==> config.mk <==
export PLATFORM = sky130hd
export DESIGN_NAME = add_unit_arbiter
export DESIGN_NICKNAME = d
export VERILOG_FILES = /design/src/rtl/add_unit_arbiter.sv
export SDC_FILE = /design/constraint.sdc
export NUM_CORES = 1
export LEC_CHECK = 0
export CAP_MARGIN = 0
export CORE_AREA = 3 3 154 156
export DETAILED_ROUTE_END_ITERATION = 8
export DIE_AREA = 0 0 157 159
export PLACE_DENSITY_LB_ADDON = 0.08
export SETUP_SLACK_MARGIN = 0.02
export SLEW_MARGIN = 10
export SYNTH_ARGS = -nofsm -noshare
export SYNTH_HDL_FRONTEND = slang
export SYNTH_SLANG_ARGS = --single-unit
==> constraint.sdc <==
create_clock -name clk -period 2.6 [get_ports clk]
set_input_delay 0.39 -clock clk [delete_from_list [all_inputs] [get_ports clk]]
set_output_delay 0.39 -clock clk [all_outputs]
set_load 0.02 [all_outputs]
==> src/rtl/add_unit_arbiter.sv <==
// Purpose : round-robin share of one pipelined adder between NREQ issue slots.
// Latency : ADD_LAT+2 cycles from accept to one-cycle rsp_valid pulse.
// Backpres: one-hot combinational req_ready grant; no stall, no response backpressure.
//
// Ports:
//   clk, rst_n           clock, synchronous active-low reset
//   req_valid/a/b        per-slot requests, operands packed at [i*WIDTH +: WIDTH]
//   req_ready            one-hot grant to the selected slot
//   add_a/add_b          registered operands to the shared adder
//   add_sum/add_cout     adder result, valid ADD_LAT cycles after operands
//   rsp_valid/sum/cout   one-hot result pulse plus registered sum and carry
//   busy                 op in the tag pipe or response being presented
module add_unit_arbiter #(
    parameter int NREQ    = 4,
    parameter int WIDTH   = 32,
    parameter int ADD_LAT = 1
) (
    input  logic                  clk,
    input  logic                  rst_n,
    input  logic [NREQ-1:0]       req_valid,
    input  logic [NREQ*WIDTH-1:0] req_a,
    input  logic [NREQ*WIDTH-1:0] req_b,
    output logic [NREQ-1:0]       req_ready,
    output logic [WIDTH-1:0]      add_a,
    output logic [WIDTH-1:0]      add_b,
    input  logic [WIDTH-1:0]      add_sum,
    input  logic                  add_cout,
    output logic [NREQ-1:0]       rsp_valid,
    output logic [WIDTH-1:0]      rsp_sum,
    output logic                  rsp_cout,
    output logic                  busy
);

    localparam int IDW = (NREQ > 1) ? $clog2(NREQ) : 1;

    logic [IDW-1:0] ptr;
    logic [IDW-1:0] gnt_id;
    logic [IDW-1:0] ptr_nxt;
    logic [IDW-1:0] scan_idx;
    logic           gnt_any;
    int             scan;

    // Tag pipe: stage k holds the requester id of the op whose operands
    // entered the adder k cycles ago; the last stage lines up with add_sum.
    logic [ADD_LAT:0] tag_vld;
    logic [IDW-1:0]   tag_id [ADD_LAT+1];

    // Round-robin scan starting at ptr, wrapping modulo NREQ.
    always_comb begin
        req_ready = '0;
        gnt_id    = '0;
        gnt_any   = 1'b0;
        scan      = 0;
        scan_idx  = '0;
        for (int k = 0; k < NREQ; k++) begin
            scan = int'(ptr) + k;
            if (scan >= NREQ) begin
                scan = scan - NREQ;
            end
            scan_idx = IDW'(scan);
            if (!gnt_any && req_valid[scan_idx]) begin
                gnt_any = 1'b1;
                gnt_id  = scan_idx;
            end
        end
        // No grant may be shown while reset is asserted.
        if (!rst_n) begin
            gnt_any = 1'b0;
        end
        if (gnt_any) begin
            req_ready[gnt_id] = 1'b1;
        end
    end

    assign ptr_nxt = (gnt_id == IDW'(NREQ - 1)) ? '0 : gnt_id + IDW'(1);

    always_ff @(posedge clk) begin
        if (!rst_n) begin
            ptr       <= '0;
            add_a     <= '0;
            add_b     <= '0;
            tag_vld   <= '0;
            for (int k = 0; k <= ADD_LAT; k++) begin
                tag_id[k] <= '0;
            end
            rsp_valid <= '0;
            rsp_sum   <= '0;
            rsp_cout  <= 1'b0;
        end else begin
            if (gnt_any) begin
                ptr   <= ptr_nxt;
                add_a <= req_a[gnt_id*WIDTH +: WIDTH];
                add_b <= req_b[gnt_id*WIDTH +: WIDTH];
            end
            tag_vld[0] <= gnt_any;
            tag_id[0]  <= gnt_id;
            for (int k = 1; k <= ADD_LAT; k++) begin
                tag_vld[k] <= tag_vld[k-1];
                tag_id[k]  <= tag_id[k-1];
            end
            // Capture the adder output in the cycle its tag reaches the end.
            rsp_valid <= tag_vld[ADD_LAT] ? (NREQ'(1) << tag_id[ADD_LAT]) : '0;
            if (tag_vld[ADD_LAT]) begin
                rsp_sum  <= add_sum;
                rsp_cout <= add_cout;
            end
        end
    end

    assign busy = (|tag_vld) | (|rsp_valid);

endmodule
==> Yosys cells after proc, flatten, opt, wreduce, memory -nomap -nowiden <==
Memories as Yosys holds them, arrays and structs flattened.
Cells that the tools add are included.
{ "totals": {"regBits": 105, "n_memories": 1, "in_bits": 295, "output_inout_bits": 106, "word_cells": 72, "mem_bits_rw": 4} }
{ "memory_table": {"columns": ["name", "words", "word_bits", "rd", "rd_ports_with_merged_regs", "write_ports", "line", "rtl"], "rows": [
  ["tag_id", 2, 2, 2, 0, 2, "46", "logic [IDW-1:0] tag_id [ADD_LAT+1];"]
]} }
{ "classes": {"shifts": 3, "n_reduce_logical": 10, "bitwise_logic": 3, "muxes": 29, "addsub": 8, "n_eq_ne": 1, "order_cmp": 10} }
{ "ops": {"columns": ["op", "count"], "rows": [
  ["indexed part select 128 x 8 -> 32 bit", 2],
  ["two-way mux 2 bit", 11],
  ["< comparator 2 x 3 -> 1 bit (second input constant)", 5],
  ["two-way mux 1 bit", 12],
  [">= comparator 3 bit (second input constant)", 3],
  ["binary-select mux 1 bit (select 2 bit)", 4],
  ["subtractor 2 x 1 -> 2 bit (second input constant)", 4],
  ["adder 2 x 2 -> 3 bit (second input constant)", 2],
  ["logical AND 1 bit", 4],
  ["two-way mux 4 bit", 1],
  ["OR reduction 4 bit", 1],
  ["left shift 1 x 2 -> 4 bit (first input constant)", 1],
  ["adder 2 x 1 -> 3 bit (second input constant)", 1],
  [">= comparator 2 x 3 -> 1 bit (second input constant)", 1],
  ["zero test 1 bit", 3],
  ["OR 1 bit", 3],
  ["adder 2 x 1 -> 2 bit (second input constant)", 1],
  ["demux 1 bit (select 2 bit)", 1],
  ["equality test 2 bit (second input constant)", 1],
  [">= comparator 2 x 1 -> 1 bit (second input constant)", 1],
  ["AND reduction 2 bit", 1],
  ["OR reduction 2 bit", 1]
]} }

==> Longest topological paths before layout <==
Gate-level depths: netlist of run 1.
{ "depth": {"depth_word": 19, "depth_mapped": 8, "ltp_nobuf": 7} }

==> Worst setup path after synthesis of run 1 <==
Ideal clock, no wire load.
{ "synth_path": {"kind": "input to output", "startpoint": "input req_valid[0]", "endpoint": "output req_ready[3]", "slack_ns": 0.399, "t_arrival_ns": 1.811, "n_path_buf": 2, "t_required_ns": 2.210, "stages": 7, "path_cell_list": "nor2b_1 -> or4b_4 -> nand2_4 -> buf_8 -> buf_6 -> ha_1 -> and2_1"} }
{ "synth_via": {"elab_chain_len": 17, "elab_cells_between_ends": 29, "classes_between": "order compare: 2; mux: 20; reduce/logical: 7"} }
{ "synth_lines": {"columns": ["element", "line", "rtl"], "rows": [
  ["from (decl)", "20", "input logic [NREQ-1:0] req_valid,"],
  ["binary-select mux 1 bit (select 2 bit)", "61", "if (!gnt_any && req_valid[scan_idx]) begin"],
  ["two-way mux 1 bit (implied by the code)", "61", null],
  ["two-way mux 1 bit", "61", null],
  ["zero test 1 bit", "61", null],
  ["logical AND 1 bit", "61", null],
  ["two-way mux 1 bit", "61", null],
  ["zero test 1 bit", "61", null],
  ["logical AND 1 bit", "61", null],
  ["two-way mux 1 bit", "61", null],
  ["zero test 1 bit", "61", null],
  ["logical AND 1 bit", "61", null],
  ["two-way mux 2 bit", "61", null],
  ["< comparator 2 x 3 -> 1 bit (implied by the code) / >= comparator 2 x 1 -> 1 bit (equally long branches)", "71", "req_ready[gnt_id] = 1'b1;"],
  ["logical AND 1 bit (implied by the code)", "71", null],
  ["two-way mux 1 bit (implied by the code)", "71", null],
  ["demux 1 bit (select 2 bit)", "71", null],
  ["two-way mux 4 bit *", "70", "if (gnt_any) begin"],
  ["to (decl)", "23", "output logic [NREQ-1:0] req_ready,"]
]} }
Mark *: on every way between the ends. The rest lies on a longest branch, timed or not. The select of a mux whose other input is x is not followed.

==> Worst setup path in the final report of run 1 <==
{ "layout_path": {"startpoint": "input req_valid[2]", "endpoint": "output req_ready[3]"} }
Same word-level chain as after synthesis.

==> impl_metrics.toml, run 1 <==
[status]
status = "complete, no violations"

[timing]
fin_crit_sh = 0.9543
worst_slack_ns = 0.1188
setup_viol = 0
clock_skew_ns = 0.01147
slew_violations = 0
rsz0062_at_grt = "true"
worst-slew-pin-transition_ns = 0.6405
fmax_mhz = 403.0
fin_tns_setup_ns = 0
slew_headroom = 0.5730
period_minus_slack_ns = 2.481
finalHoldViolCount = 0

[global_routing]
antenna_found_initial = 1
grt_overflow_total = 0
grt_pass1_wl_mm = 40.08
grt_max_degree = 129
grt.total_usage = 0.2049
grt_pass1_vias = 6623

[synth]
yosys-top-cells-area = "dfxtp_1, a211oi_2, and3_1, o31ai_2, mux2i_1"
synthArstFlopShare = 0
yosysSeqAreaShare = 0.3246
yosysTopAreaCell = "dfxtp_1"
syn_nets = 975
synth_cells = 679
synth.avg_cell_area_um2 = 9.899
synth_cell_types = 31
yosysTopAreaCellShare = 0.3246
synth-seq-cells = 109
synth_flop_cell = "dfxtp_1"
synth_edf_count = 0
synth_area_mm2 = 0.006721
ys_warn_count = 0

[die]
fp-row-count = 55
die_height_um = 159
start_util = 0.2987
die_x_um = 157
io_pins = 401
fp.coreArea_mm2 = 0.02250
die-area_mm2 = 0.02496

[clock_network]
cts_tree = "built"
clk_latency_ns = 0.36
clock_sinks = 109
clk_pin_slew_ns = 0.08
clockRootBuffer = "clkbuf_16"
cts_buffers = 9
cts_buffer_depth = 2
h-tree-depth = 3

[place]
gp_congestion = 0.8205
dp_hpwl_mm = 19.10
dp_slack_ns = -0.3960
io_buffers = 400

[setup_path]
worstPathArrival_ns = 2.09
reg2reg_depth = 7
required_ns = 2.21
startpoint_type = "input port"
endpoint_kind = "output port"
rrSetupSlack_ns = 0.38
path_class = "in2out"
critPathMaxFanout = 4

[run]
drv_cap = 0

[detailed_routing]
drtIter0Drc = 287
post_drt_wl_per_cell_um = 20.00
drt_wl_total_mm = 26.65
vias_per_cell = 4.938
via_count = 6577
drt.antenna.violating_nets = 0
dr.pass1.iters = 4
drc_errors = 0

[finish]
multi_input_area_mm2 = 0.004071
postLayoutCoreUtil = 0.4991
syn_to_final_growth_pct = 67.11
final_layout_size_suffix_gt1_frac = 0.2008
fin_nets = 1337
fill_cells = 2165
seq_area_mm2 = 0.002183

[hold_path]
min_path_type = "reg2reg"
min_path_cells = 1

[power_and_ir_drop]
power_density_mw_per_mm2 = 622.9
ir_drop_uv = 293.5
p_leak_nw = 4.149
[cell usage in the layout, fill, tap and decap left out, types with 2 or more instances in the layout]
cell,instances
a211oi_1,23
a211oi_2,105
and2_1,5
and3_1,130
buf_12,6
buf_4,24
clkbuf_16,9
clkdlybuf4s50_1,395
clkinv_4,2
dfxtp_1,108
inv_6,2
inv_8,2
mux2i_1,34
nand2_1,67
nor2_1,6
nor2b_1,38
nor3_1,2
nor3b_1,2
o31ai_1,19
o31ai_2,45
[flip-flops by register name, summed over array words and instances, names as in the netlist]
signal     count
add_b         32
rsp_cout       1
rsp_valid      4
tag_vld        2
add_a         32
ptr            2
tag_id         4
rsp_sum       32
[cells by family (layout without fill, tap and decap cells)]
kind of cell               after synthesis  count (layout)  synth area share
AOI/OAI and AO/OA                      196             196            0.3308
adders and majority gates                1               1          0.001861
buffers and inverters                   81             448           0.07614
DFF                                    109             109            0.3246
muxes                                   34              34           0.05063
other                                    0               1                 0
and+or+nand+nor                        258             258            0.2159
[worst paths after layout]
check	to	from
min reg2reg	tag_id[0][2]$_SDFF_PN0_	tag_id[0][0]$_SDFF_PN0_
max reg2reg	add_b[5]$_SDFFE_PN0P_	ptr[0]$_SDFFE_PN0P_
max	req_ready[3]	req_valid[2]
min	tag_id[0][2]$_SDFF_PN0_	tag_id[0][0]$_SDFF_PN0_
[power breakdown]
| part | internal (W) | switching [W] |
|---|---|---|
| clock | 0.000774 | 0.000729 |
| sequential | 0.00194 | 0.000144 |
| combinational | 0.00165 | 0.00176 |
[Yosys cell counts (2+ instances only)]
cell,n
mux2i_1,34
buf_1,5
nand2_1,67
and3_1,130
nor2_1,6
buf_2,13
nor4_1,2
dfxtp_1,109
o31ai_2,45
o31ai_1,19
buf_4,6
clkbuf_1,33
nor3_1,2
and2_1,6
a211oi_2,104
buf_6,21
a211oi_1,24
nor2b_1,38
inv_2,2
nor3b_1,2
[timing repair]
item | in CTS | in global routing
hold buffers | 0 | 0
endpoints found under the setup margin | 5 | 8
buffers inserted | 1 | 1
pin swaps | 1 | 1
gates resized for setup | 11 | 8
[metal layers]
| metal | wire, um | vias to the layer above | share of wire | global-route usage |
|---|---|---|---|---|
| li1 | - | 3270 | - | - |
| met1 | 10690 | 3016 | 0.40 | 0.2484 |
| met2 | 13040 | 259 | 0.49 | 0.3460 |
| met3 | 2247 | 32 | 0.084 | 0.06061 |
| met4 | 667 | 0 | 0.025 | 0.06606 |
| met5 | 0 | - | 0 | 0 |
[cell type report]
class,instances,share of cell area
repair buffers,430,0.3825
flip-flops and latches,109,0.1944
diodes,1,0.0002228
inverters,2,0.0007798
well taps,285,0.03175
clock buffers,9,0.02005
clock inverters,7,0.007798
multi-input cells,489,0.3625
[stage by stage]
step / instances / area, um2 / total power (W) / hold slack [ns]
2_1_floorplan: 679 / 6721 / 0.004213 / 0.4119
4_1_cts: 1330 / 11220 / 0.007098 / 0.4402
6_report: 1332 / 11230 / 0.006996 / 0.4363
3_5_place_dp: 1313 / 10890 / 0.005552 / 0.4212
3_3_place_gp: 1313 / 10890 / 0.005550 / 0.4185
5_1_grt: 1332 / 11230 / 0.007392 / 0.4557
[critical path, stage by stage]
cell,delay (ns)
clkdlybuf4s50_1,0.45
nor2b_1,0.18
a21boi_2,0.18
o32ai_4,0.30
clkinv_2,0.12
ha_1,0.18
and2_1,0.13
buf_2,0.15
No activity file was read; power rests on OpenSTA's default activity.
==> run 2, diff against run 1 <==
==> constraint.sdc (replaced) <==
create_clock -name clk -period 2.6 [get_ports clk]
set_input_delay 0.39 -clock clk [delete_from_list [all_inputs] [get_ports clk]]
set_output_delay 0.39 -clock clk [all_outputs]
set_load 0.05 [all_outputs]
==> run 2 against run 1 <==
Global-route usage rose by 0.19 points. Critical endpoint unchanged. Final cell count grew 0.60%. Clock skew grew 0.0031 ns. Core utilization is 1.0 points higher. Highest routed layer unchanged. Cell area grew 2.1%. Wire length up 0.54%. Critical path type unchanged. Largest power group unchanged.
==> impl_metrics.toml, run 2 (synthesized netlist as in run 1, its figures left out) <==
[hold_path]
min_from = "tag_id[0][0]$_SDFF_PN0_"
min_path_type = "reg2reg"

[setup_path]
required_ns = 2.21
path_class = "in2out"
slowest_stage = "or4b_4"
slowest_delay_ns = 0.60
r2r_start = "ptr[1]$_SDFFE_PN0P_"
crit_path_start = "req_valid[1]"
crit_chain = "clkdlybuf4s50_1, nor2_1, or4b_4, nand2_8, ha_1, and2_1, buf_12"
critPathMaxFanout = 4
worstPathArrival_ns = 2.15
startpoint_type = "input port"
endpoint_kind = "output port"

[die]
die-area_mm2 = 0.02496
start_util = 0.2987
die_height_um = 159
die_x_um = 157
fp-row-count = 55
io_pins = 401
fp.coreArea_mm2 = 0.02250

[finish]
fin_cells = 1340
multi_input_area_mm2 = 0.004071
final_common_cell = "clkdlybuf4s50_1"
fill_cells = 2163
syn_to_final_growth_pct = 70.59
mostFrequentLayoutCells = "clkdlybuf4s50_1, and3_1, dfxtp_1"
seq_area_mm2 = 0.002183
reg.largest.list = "add_a x32, add_b x32, rsp_sum x32"
postLayoutCoreUtil = 0.5095
final_layout_size_suffix_gt1_frac = 0.2087
fin_nets = 1345

[detailed_routing]
dr.pass1.iters = 4
vias_per_cell = 4.957
via_count = 6642
drt.antenna.violating_nets = 0
post_drt_wl_per_cell_um = 19.99
drt_wl_total_mm = 26.79
drc_errors = 0
drtIter0Drc = 222

[global_routing]
grt_pass1_vias = 6733
grt_overflow_total = 0
grt.total_usage = 0.2068
grt_max_degree = 78
antenna_found_initial = 1
grt_pass1_wl_mm = 40.43

[timing]
slew_headroom = 0.6104
rsz0062_at_grt = "false"
slew_violations = 0
setup_viol = 0
fmax_mhz = 393.8
finalHoldViolCount = 0
period_minus_slack_ns = 2.539
clock_skew_ns = 0.01452
worst-slew-pin-transition_ns = 0.5826
fin_crit_sh = 0.9766

[power_and_ir_drop]
ir_drop_uv = 328.1
power_density_mw_per_mm2 = 679.0
p_leak_nw = 4.253

[clock_network]
ctsHoldBuffers = 0
clk_pin_slew_ns = 0.07
cts_tree = "built"
clock_sinks = 109
clockRootBuffer = "clkbuf_16"
h-tree-depth = 3
cts_buffer_depth = 2
cts_buffers = 9
clk_latency_ns = 0.36

[place]
gp_congestion = 0.7939
io_buffers = 400
dp_hpwl_mm = 19.92
dp_cells = 1320

[run]
drv_cap = 0

[status]
status = "complete, no violations"
[run 2: stage by stage]
step	setup WS, ns	setup TNS [ns]	cell area, um2	power, W	hold slack, ns
after floorplan	0.2021	0	6726	0.004802	0.4119
after detailed placement	-0.01531	-0.01531	11090	0.006312	0.4169
after global routing	0.02206	0	11470	0.008178	0.4582
after CTS	0.02614	0	11410	0.007839	0.4348
final	0.06095	0	11470	0.007785	0.4349
after global placement	0.01467	0	11090	0.006297	0.4191
[run 2: layout make-up]
type / instances / share of cell area
Timing Repair Buffer: 438 / 0.3946
Multi-Input combinational cell: 489 / 0.3551
Sequential cell: 109 / 0.1904
Tap cell: 285 / 0.03110
Clock buffer: 9 / 0.01964
Clock inverter: 7 / 0.008075
Inverter: 2 / 0.0008730
Antenna cell: 1 / 0.0002182
[run 2: path summary, 6_finish.rpt]
path / to / slack, ns / depth (start not counted)
min reg2reg: tag_id[0][2]$_SDFF_PN0_ / 0.43 / 1
max reg2reg: add_b[14]$_SDFFE_PN0P_ / 0.53 / 7
max: req_ready[3] / 0.06 / 7
min: tag_id[0][2]$_SDFF_PN0_ / 0.43 / 1
[run 2: per-layer routing]
layer  track usage  up-vias  wire, um
met1        0.2456     3059     10700
met3       0.05980       34      2177
li1              -     3291         -
met5             0        -         0
met2        0.3548      258     13210
met4       0.06924        0       702
[run 2: critical path: cells and delay by family]
| kind | cells | cell delay, ns |
|---|---|---|
| buf+inv | 2 | 0.67 |
| simple gates | 4 | 0.96 |
| fa+ha+maj | 1 | 0.13 |
[run 2: power by group]
| group | switching, W | leakage [nW] | internal [W] |
|---|---|---|---|
| Combinational | 0.00239 | 3.20 | 0.00181 |
| Clock | 0.000734 | 0.155 | 0.000774 |
| Sequential | 0.000145 | 0.902 | 0.00194 |
| Total | 0.00327 | 4.25 | 0.00452 |
[run 2: what timing repair did]
item                                    in CTS  in global routing
resized for setup                            0                  4
buffers inserted                             0                  2
endpoints found under the hold margin        0                  0
endpoints found under the setup margin       0                  3
